===== config.mk =====
export PLATFORM = sky130hd
export DESIGN_NAME = gcd_run_ctrl
export DESIGN_NICKNAME = d
export VERILOG_FILES = /design/src/rtl/gcd_pkg.sv /design/src/rtl/gcd_cycle_counter.sv /design/src/rtl/gcd_run_ctrl.sv
export SDC_FILE = /design/constraint.sdc
export NUM_CORES = 1
export LEC_CHECK = 0
export CAP_MARGIN = 10
export CORE_MARGIN = 2
export CORE_UTILIZATION = 51
export DETAILED_ROUTE_END_ITERATION = 7
export GPL_ROUTABILITY_DRIVEN = 0
export PLACE_DENSITY = 0.86
export SYNTH_ARGS = -nofsm -noshare
export SYNTH_HDL_FRONTEND = slang
export SYNTH_SLANG_ARGS = --single-unit

===== constraint.sdc =====
create_clock -name CLK -period 3.3 [get_ports CLK]
set_input_delay 0.33 -clock CLK [delete_from_list [all_inputs] [get_ports CLK]]
set_output_delay 0.33 -clock CLK [all_outputs]
set_load 0.05 [all_outputs]

===== src/rtl/gcd_pkg.sv =====
// Shared types and constants for the GCD run sequencer and its cycle counter.
package gcd_pkg;

    localparam int GCD_CNT_W    = 12;
    localparam int GCD_OPCODE_W = 12;

    localparam logic [GCD_CNT_W-1:0] GCD_CT_BUDGET = 12'd2048;
    localparam logic [GCD_CNT_W-1:0] GCD_TIMEOUT   = 12'hFFF;

    typedef enum logic [2:0] {
        ST_IDLE   = 3'd0,
        ST_LAUNCH = 3'd1,
        ST_RUN    = 3'd2,
        ST_PAD    = 3'd3,
        ST_DONE   = 3'd4
    } gcd_state_e;

endpackage


===== src/rtl/gcd_cycle_counter.sv =====
// Saturating run-cycle counter with registered "count+1 == limit" flags, one per limit.
module gcd_cycle_counter #(
    parameter int CNT_W   = 12,
    parameter int NUM_LIM = 2
) (
    input  logic                            CLK,
    input  logic                            RESETn,
    input  logic                            clr,
    input  logic                            en,
    input  logic [NUM_LIM-1:0][CNT_W-1:0]   limit,
    output logic [CNT_W-1:0]                count,
    output logic [NUM_LIM-1:0]              nxt_eq
);

    logic [CNT_W-1:0]   count_q, count_d;
    logic [CNT_W:0]     count_inc;
    logic [NUM_LIM-1:0] nxt_eq_q, nxt_eq_d;

    always_comb begin
        count_d = count_q;
        if (clr)
            count_d = '0;
        else if (en && count_q != '1)
            count_d = count_q + CNT_W'(1);
    end

    // Flags are computed from the next count so they line up with count_q next cycle.
    assign count_inc = {1'b0, count_d} + (CNT_W+1)'(1);

    for (genvar i = 0; i < NUM_LIM; i++) begin : g_lim
        assign nxt_eq_d[i] = (count_inc == {1'b0, limit[i]});
    end

    always_ff @(posedge CLK or negedge RESETn) begin
        if (!RESETn) begin
            count_q  <= '0;
            nxt_eq_q <= '0;
        end else begin
            count_q  <= count_d;
            nxt_eq_q <= nxt_eq_d;
        end
    end

    assign count  = count_q;
    assign nxt_eq = nxt_eq_q;

endmodule


===== src/rtl/gcd_run_ctrl.sv =====
// Run sequencer: launches the GCD core, pads constant-time runs to a fixed budget,
// and aborts runs that exceed the hang timeout.
module gcd_run_ctrl
    import gcd_pkg::*;
#(
    parameter int               CNT_W     = GCD_CNT_W,
    parameter logic [CNT_W-1:0] CT_BUDGET = GCD_CT_BUDGET,
    parameter logic [CNT_W-1:0] TIMEOUT   = GCD_TIMEOUT
) (
    input  logic                    CLK,
    input  logic                    RESETn,
    input  logic                    START_PULSE,
    input  logic [GCD_OPCODE_W-1:0] OPCODE,
    input  logic                    CONSTANT_TIME,
    input  logic                    CORE_DONE,
    output logic                    CORE_START,
    output logic                    CORE_EN,
    output logic                    CORE_ABORT,
    output logic [GCD_OPCODE_W-1:0] CORE_OPCODE,
    output logic                    BUSY,
    output logic                    TIMEOUT_ERR,
    output logic                    DONE_PULSE,
    output logic [CNT_W-1:0]        CYCLE_COUNT
);

    localparam logic [2:0] S_IDLE   = ST_IDLE;
    localparam logic [2:0] S_LAUNCH = ST_LAUNCH;
    localparam logic [2:0] S_RUN    = ST_RUN;
    localparam logic [2:0] S_PAD    = ST_PAD;
    localparam logic [2:0] S_DONE   = ST_DONE;

    logic [2:0]              state_q, state_d;
    logic [GCD_OPCODE_W-1:0] opcode_q, opcode_d;
    logic                    ct_q, ct_d;
    logic                    err_q, err_d;
    logic                    abort_q, abort_d;
    logic                    past_q, past_d;

    logic                    cnt_clr, cnt_en;
    logic [CNT_W-1:0]        count;
    logic [1:0]              nxt_eq;
    logic [1:0][CNT_W-1:0]   lim;
    logic                    budget_left;

    assign lim    = {TIMEOUT, CT_BUDGET};
    assign cnt_en = (state_q == S_LAUNCH) || (state_q == S_RUN) || (state_q == S_PAD);

    gcd_cycle_counter #(.CNT_W(CNT_W), .NUM_LIM(2)) u_cnt (
        .CLK    (CLK),
        .RESETn (RESETn),
        .clr    (cnt_clr),
        .en     (cnt_en),
        .limit  (lim),
        .count  (count),
        .nxt_eq (nxt_eq)
    );

    // past_q remembers that count+1 has already passed CT_BUDGET, giving count+1 < CT_BUDGET.
    assign budget_left = !nxt_eq[0] && !past_q;

    always_comb begin
        state_d  = state_q;
        opcode_d = opcode_q;
        ct_d     = ct_q;
        err_d    = err_q;
        abort_d  = 1'b0;
        past_d   = past_q;
        cnt_clr  = 1'b0;
        case (state_q)
            S_IDLE: if (START_PULSE) begin
                opcode_d = OPCODE;
                ct_d     = CONSTANT_TIME;
                err_d    = 1'b0;
                past_d   = 1'b0;
                cnt_clr  = 1'b1;
                state_d  = S_LAUNCH;
            end
            S_LAUNCH: state_d = S_RUN;
            S_RUN: begin
                if (CORE_DONE)
                    state_d = (ct_q && budget_left) ? S_PAD : S_DONE;
                else if (nxt_eq[1]) begin
                    // Abort is registered so it stays off the input-to-output path.
                    state_d = S_DONE;
                    abort_d = 1'b1;
                    err_d   = 1'b1;
                end
            end
            S_PAD:   if (nxt_eq[0]) state_d = S_DONE;
            S_DONE:  state_d = S_IDLE;
            default: state_d = S_IDLE;
        endcase
        if ((state_q == S_LAUNCH || state_q == S_RUN) && nxt_eq[0])
            past_d = 1'b1;
    end

    always_ff @(posedge CLK or negedge RESETn) begin
        if (!RESETn) begin
            state_q  <= S_IDLE;
            opcode_q <= '0;
            ct_q     <= 1'b0;
            err_q    <= 1'b0;
            abort_q  <= 1'b0;
            past_q   <= 1'b0;
        end else begin
            state_q  <= state_d;
            opcode_q <= opcode_d;
            ct_q     <= ct_d;
            err_q    <= err_d;
            abort_q  <= abort_d;
            past_q   <= past_d;
        end
    end

    assign CORE_START  = (state_q == S_LAUNCH);
    assign CORE_EN     = (state_q == S_LAUNCH) || (state_q == S_RUN);
    assign CORE_ABORT  = abort_q;
    assign CORE_OPCODE = opcode_q;
    assign BUSY        = (state_q != S_IDLE);
    assign TIMEOUT_ERR = err_q;
    assign DONE_PULSE  = (state_q == S_DONE);
    assign CYCLE_COUNT = count;

endmodule


==> results of run 1 <==
worst max path at each step:
| stage | slack (ns) | start | to | depth (start not counted) |
|---|---|---|---|---|
| global placement | 1.10 | u_cnt.count[0]$_DFF_PN0_ | u_cnt.nxt_eq[0]$_DFF_PN0_ | 7 |
| global route | 0.74 | u_cnt.count[0]$_DFF_PN0_ | u_cnt.nxt_eq[1]$_DFF_PN0_ | 7 |
| finish | 0.90 | u_cnt.count[0]$_DFF_PN0_ | u_cnt.nxt_eq[0]$_DFF_PN0_ | 7 |
| CTS | 0.95 | u_cnt.count[0]$_DFF_PN0_ | u_cnt.nxt_eq[0]$_DFF_PN0_ | 7 |
| floorplan | 0.80 | u_cnt.count[0]$_DFF_PN0_ | u_cnt.nxt_eq[0]$_DFF_PN0_ | 7 |
| detailed placement | 1.02 | u_cnt.count[0]$_DFF_PN0_ | u_cnt.nxt_eq[1]$_DFF_PN0_ | 7 |
kinds of logic (layout without fill, tap and decap cells):
kind of cell	after synthesis	count (layout)	share of synthesized area, %
AO/OA/AOI/OAI	26	26	10.9
XOR/XNOR	6	6	3.19
adder cells (fa/ha/maj)	1	1	0.760
buffers and inverters	8	55	3.42
flip-flops	33	33	50.2
multiplexers	14	14	9.50
AND/OR/NAND/NOR	65	65	22.0
final cells by class:
cell class	count	share of cell area [%]
Timing Repair Buffer	47	21.6
Inverter	2	0.347
Multi-Input combinational cell	112	35.3
Clock inverter	1	0.231
Tap cell	44	2.54
Sequential cell	33	38.2
Clock buffer	5	1.74
metrics by stage:
stage | instances | cell area, sq um | power, mW | utilization, %
finish | 244 | 2160 | 2.03 | 70.9
global route | 244 | 2160 | 2.13 | 70.9
CTS | 244 | 2160 | 2.04 | 70.9
detailed placement | 238 | 2120 | 1.82 | 69.5
global placement | 238 | 2120 | 1.79 | 69.5
floorplan | 153 | 1650 | 1.47 | -
state kept, by name (all words and copies together), names as in the netlist:
name,cells
CORE_OPCODE,12
u_cnt.count,12
state_q,3
u_cnt.nxt_eq,2
CORE_ABORT,1
TIMEOUT_ERR,1
ct_q,1
past_q,1
power groups by stage:
stage	Clock (mW)	Combinational, mW	Sequential, mW
floorplan	0	0.508	0.962
global route	0.226	1.23	0.672
detailed placement	0	1.16	0.657
finish	0.203	1.17	0.651
CTS	0.207	1.18	0.652
global placement	0	1.14	0.646
layer usage:
| metal | wire length, um | share of wire [%] | up-vias |
|---|---|---|---|
| met5 | 0 | 0 | - |
| met4 | 70 | 1.9 | 0 |
| met3 | 254 | 6.9 | 8 |
| met2 | 1780 | 48 | 59 |
| met1 | 1610 | 43 | 654 |
| li1 | - | - | 649 |
cells in the final DEF (no fill, tap or decap), types with 2 or more instances in the layout:
cell,instances
nor4_1,2
dfrtp_1,33
o31ai_1,2
a21oi_1,8
inv_1,2
xnor2_1,6
nor3_1,4
and4_1,2
clkdlybuf4s50_1,46
nand4_1,2
nor2_1,20
a31oi_1,4
clkbuf_4,5
nand2_1,9
o21ai_0,2
and3_1,2
mux2_2,13
a211oi_1,2
and2_1,5
nand3_1,7
worst max-delay path, cell delays in order, from the launching register on:
cell and delay, ns:
dfrtp_1 0.49, ha_1 0.30, nand3_1 0.19, nor2_1 0.33, a21oi_1 0.08, a31oi_1 0.25, or3b_4 0.43, nor4b_2 0.25
==> results_dict.tcl, run 1 <==
set metrics [dict create \
    hold_slack_ns 0.385 \
    worstMarginPinSlew_ns 0.944 \
    htree_num_levels 2 \
    p_per_area_mw_per_mm2 937 \
    finalCritPeriodShare_pct 72.9 \
    drt_iter0_drc 82 \
    drt_first_pass_iters 4 \
    cts_buffers 5 \
    start_kind "flop" \
    postCtsResizedCells 0 \
    io_pins 47 \
    syn_area_sq_mm 0.00165 \
    combPwrFrac_pct 57.9 \
    overflow 0 \
    cts_hold_buf 0 \
    timing.slew.headroom_pct 37.1 \
    setup_viol 0 \
    multi_input_area_sq_um 764 \
    worstSetupPathType "reg2reg" \
    die_x_um 60.8 \
    synth_ff_type "dfrtp_1" \
    fin_skew_ns 0.0136 \
    p_sw_mw 1.00 \
    critPathMaxFanout 8 \
    io_buffers 46 \
    dieArea_sq_mm 0.00370 \
    tns_ns 0 \
    fp.dieH_um 60.8 \
    crit_arrival_ns 2.65 \
    switching_share_pct 49.5 \
    antenna_found_initial 0 \
    regArea_sq_um 826 \
    dpl.hpwl_um 2610 \
    diodes 0 \
    synth_nets 171 \
    core.rowCount 20 \
    core-area_sq_mm 0.00305 \
    cts_tree "built" \
    seqPwrFrac_pct 32.1 \
    ant_nets 0 \
    wl_um 3710 \
    wl_per_cell_um 15.2 \
    ys_top_cells_by_count "dfrtp_1 (33), nor2_1 (20), mux2_2 (13)" \
    worst_skew_pair.late_latency_ns 0.34 \
    slew_violations 0 \
    via_count 1370 \
    grt_use_met1_pct 30.0 \
    drc 0 \
    outcome "complete, no violations" \
    drive_above_1_share_pct 15.5 \
    end_kind "flop" \
    pre_cts_slack_ns 1.02 \
    synth_edf_count 0 \
    post_cts_buffers 0 \
    synth.ff_latch_count 33 \
    grt_usage_pct 22.8 \
    grtUsageMet2_pct 35.6 \
    rsz0062_at_grt "no" \
    synthArstFlopShare_pct 100 \
    crit_required_ns 3.55 \
    final_nets 219 \
    hold_viol_final 0 \
    syn_to_final_growth_pct 31.4 \
    top_usage_layer "met2" \
    synth_cell_types 44 \
    path_clk_slew_ns 0.10 \
    setup_slack_ns 0.896 \
    max-vdd-ir-drop_v 0.000681 \
    rr_worst_depth 7 \
    yosysWarnings 0 \
    met3_usage_pct 5.76 \
    yosysTopAreaCellShare_pct 50.2 \
    clock-sinks 33 \
    vias_per_cell 5.61 \
    post-synth-top-area-cell "dfrtp_1" \
    clkPwrFrac_pct 10.0 \
    clk_path_buf_depth 2 \
    syn_inst 153 \
    grt_pass1_vias 1313 \
    intPower_mw 1.02 \
    start_util_pct 53.9 \
    grt_pass1_wl_um 6130 \
    synthTopCellsByArea "dfrtp_1 (50%), mux2_2 (8.9%), nor2_1 (4.6%)" \
    hold_path_class "in2async" \
    reg2reg_from "u_cnt.count[0]$_DFF_PN0_" \
    r2r-end "u_cnt.nxt_eq[0]$_DFF_PN0_" \
    clock.fmax_ghz 0.416 \
    p_leak_nw 0.891 \
    grt_max_degree 34 \
    period_needed_ns 2.40 \
    clockRootBuffer "clkbuf_4" \
    avgSynthCellArea_sq_um 10.8 \
    synth_most_common_cell "dfrtp_1" \
    ys_seq_area_share_pct 50.2 \
    cap_violations 0 \
    fillers 246 \
    r2r_setup_slack_ns 0.90 \
]
(Power assumes the default switching activity.)
==> run 2: changes to the inputs <==
CORE_UTILIZATION = 42   (was 51)
PLACE_DENSITY = 0.76   (was 0.86)
clock period = 2.1 ns   (was 3.3 ns; I/O delays follow)
==> results_dict.tcl, run 2 (synthesis results as in run 1) <==
set metrics [dict create \
    outcome "complete, no violations" \
    vias_per_cell 5.52 \
    final_nets 230 \
    grt_usage_pct 19.8 \
    timing.slew.headroom_pct 65.9 \
    critPathMaxFanout 5 \
    slew_violations 0 \
    hold_path_class "in2async" \
    cap_violations 0 \
    io_buffers 46 \
    setup_slack_ns 0.0632 \
    syn_to_final_growth_pct 44.5 \
    crit_required_ns 2.28 \
    grt_max_degree 34 \
    crit_arrival_ns 2.22 \
    clock.fmax_ghz 0.491 \
    drive_above_1_share_pct 29.1 \
    r2r_setup_slack_ns 0.06 \
    pre_cts_slack_ns 0.0121 \
    clk_path_buf_depth 2 \
    core.rowCount 22 \
    fp.dieH_um 66.6 \
    r2r-end "u_cnt.nxt_eq[0]$_DFF_PN0_" \
    antenna_found_initial 0 \
    via_count 1442 \
    start_util_pct 44.3 \
    grt_pass1_vias 1424 \
    start_kind "flop" \
    grt_pass1_wl_um 6610 \
    final_util_pct 64.0 \
    finalCritPeriodShare_pct 97.0 \
    reg2reg_from "u_cnt.count[0]$_DFF_PN0_" \
    hold_viol_final 0 \
    drt_first_pass_iters 4 \
    p_per_area_mw_per_mm2 1520 \
    path_clk_slew_ns 0.07 \
    overflow 0 \
    max-vdd-ir-drop_v 0.000954 \
    cts_hold_buf 0 \
    dpl.hpwl_um 2910 \
    ant_nets 0 \
    placed_cells 251 \
    die_x_um 66.6 \
    final_common_cell "clkdlybuf4s50_1" \
    rr_worst_depth 7 \
    stdcell_count 261 \
    clockRootBuffer "clkbuf_8" \
    clock-sinks 33 \
    tns_ns 0 \
    worstSetupPathType "reg2reg" \
    placed_cell_area_sq_mm 0.00222 \
    io_pins 47 \
    htree_num_levels 2 \
    end_kind "flop" \
    final_area_sq_mm 0.00238 \
    wl_um 4090 \
    p_leak_nw 0.982 \
    period_needed_ns 2.04 \
    fillers 294 \
    cts_tree "built" \
    diodes 0 \
    worst_skew_pair.late_latency_ns 0.28 \
    drc 0 \
    wl_per_cell_um 15.7 \
    worstMarginPinSlew_ns 0.509 \
    dieArea_sq_mm 0.00444 \
    final_cell_mix "clkdlybuf4s50_1 (42), dfrtp_1 (23), nor2_1 (19)" \
    rsz0062_at_grt "yes" \
    core-area_sq_mm 0.00372 \
    fin_skew_ns 0.0105 \
    setup_viol 0 \
    drt_iter0_drc 103 \
    cts_buffers 5 \
]
[run 2: cell types whose count changed in the layout (fill, tap and decap cells not counted), moves of 2 or more]
cell	delta
clkbuf_8	+5
buf_4	+13
dfrtp_1	-10
clkbuf_4	-5
clkdlybuf4s50_1	-4
dfrtp_2	+9
nand3_1	-2
[run 2: cell type report]
| type | instances | area, sq um | area share, % |
|---|---|---|---|
| Multi-Input combinational cell | 112 | 817 | 34.3 |
| Timing Repair Buffer | 58 | 547 | 23.0 |
| Clock buffer | 6 | 72.6 | 3.05 |
| Clock inverter | 2 | 35.0 | 1.47 |
| Sequential cell | 33 | 841 | 35.3 |
| Inverter | 2 | 7.51 | 0.315 |
| Tap cell | 48 | 60.1 | 2.52 |
[run 2: report_power, final]
group / internal, mW / switching (mW) / total [mW] / leakage, nW
sequential: 0.841 / 0.173 / 1.01 / 0.409
clock: 0.352 / 0.225 / 0.577 / 0.0552
combinational: 0.758 / 1.26 / 2.01 / 0.517
total: 1.95 / 1.65 / 3.61 / 0.982
[run 2: worst max path at each step]
stage	startpoint	to	slack, ns	cells past startpoint
after detailed placement	u_cnt.count[0]$_DFF_PN0_	u_cnt.nxt_eq[0]$_DFF_PN0_	0.01	7
after global routing	u_cnt.count[10]$_DFF_PN0_	u_cnt.nxt_eq[0]$_DFF_PN0_	-0.02	6
after CTS	u_cnt.count[0]$_DFF_PN0_	u_cnt.nxt_eq[0]$_DFF_PN0_	0.01	7
after floorplan	u_cnt.count[11]$_DFF_PN0_	u_cnt.nxt_eq[0]$_DFF_PN0_	-0.07	7
after global placement	u_cnt.count[0]$_DFF_PN0_	u_cnt.nxt_eq[0]$_DFF_PN0_	0.06	7
final	u_cnt.count[0]$_DFF_PN0_	u_cnt.nxt_eq[0]$_DFF_PN0_	0.06	7
[run 2: layer usage]
layer / vias to the layer above / routed length (um) / track usage (%)
li1: 669 / - / -
met1: 706 / 1750 / 25.0
met2: 57 / 2040 / 32.1
met3: 10 / 227 / 4.56
met4: 0 / 72 / 9.44
met5: - / 0 / 0
[run 2: critical path, stage by stage, from the launching register on]
cell     delay (ns)
dfrtp_4        0.42
ha_4           0.18
nand3_4        0.10
or4_4          0.45
o41ai_2        0.07
a31oi_1        0.10
or3b_4         0.42
nor4b_2        0.21
[run 2: what timing repair did]
item,CTS,global route
gates resized for setup,3,7
setup endpoints to repair,3,3
setup buffers,2,0
cloned,0,0
[run 2: stage by stage]
stage / power [mW] / hold WS, ns
2_1_floorplan: 2.34 / -0.0856
3_3_place_gp: 2.94 / 0.477
3_5_place_dp: 2.99 / 0.487
4_1_cts: 3.60 / 0.348
5_1_grt: 3.78 / 0.368
6_report: 3.61 / 0.338
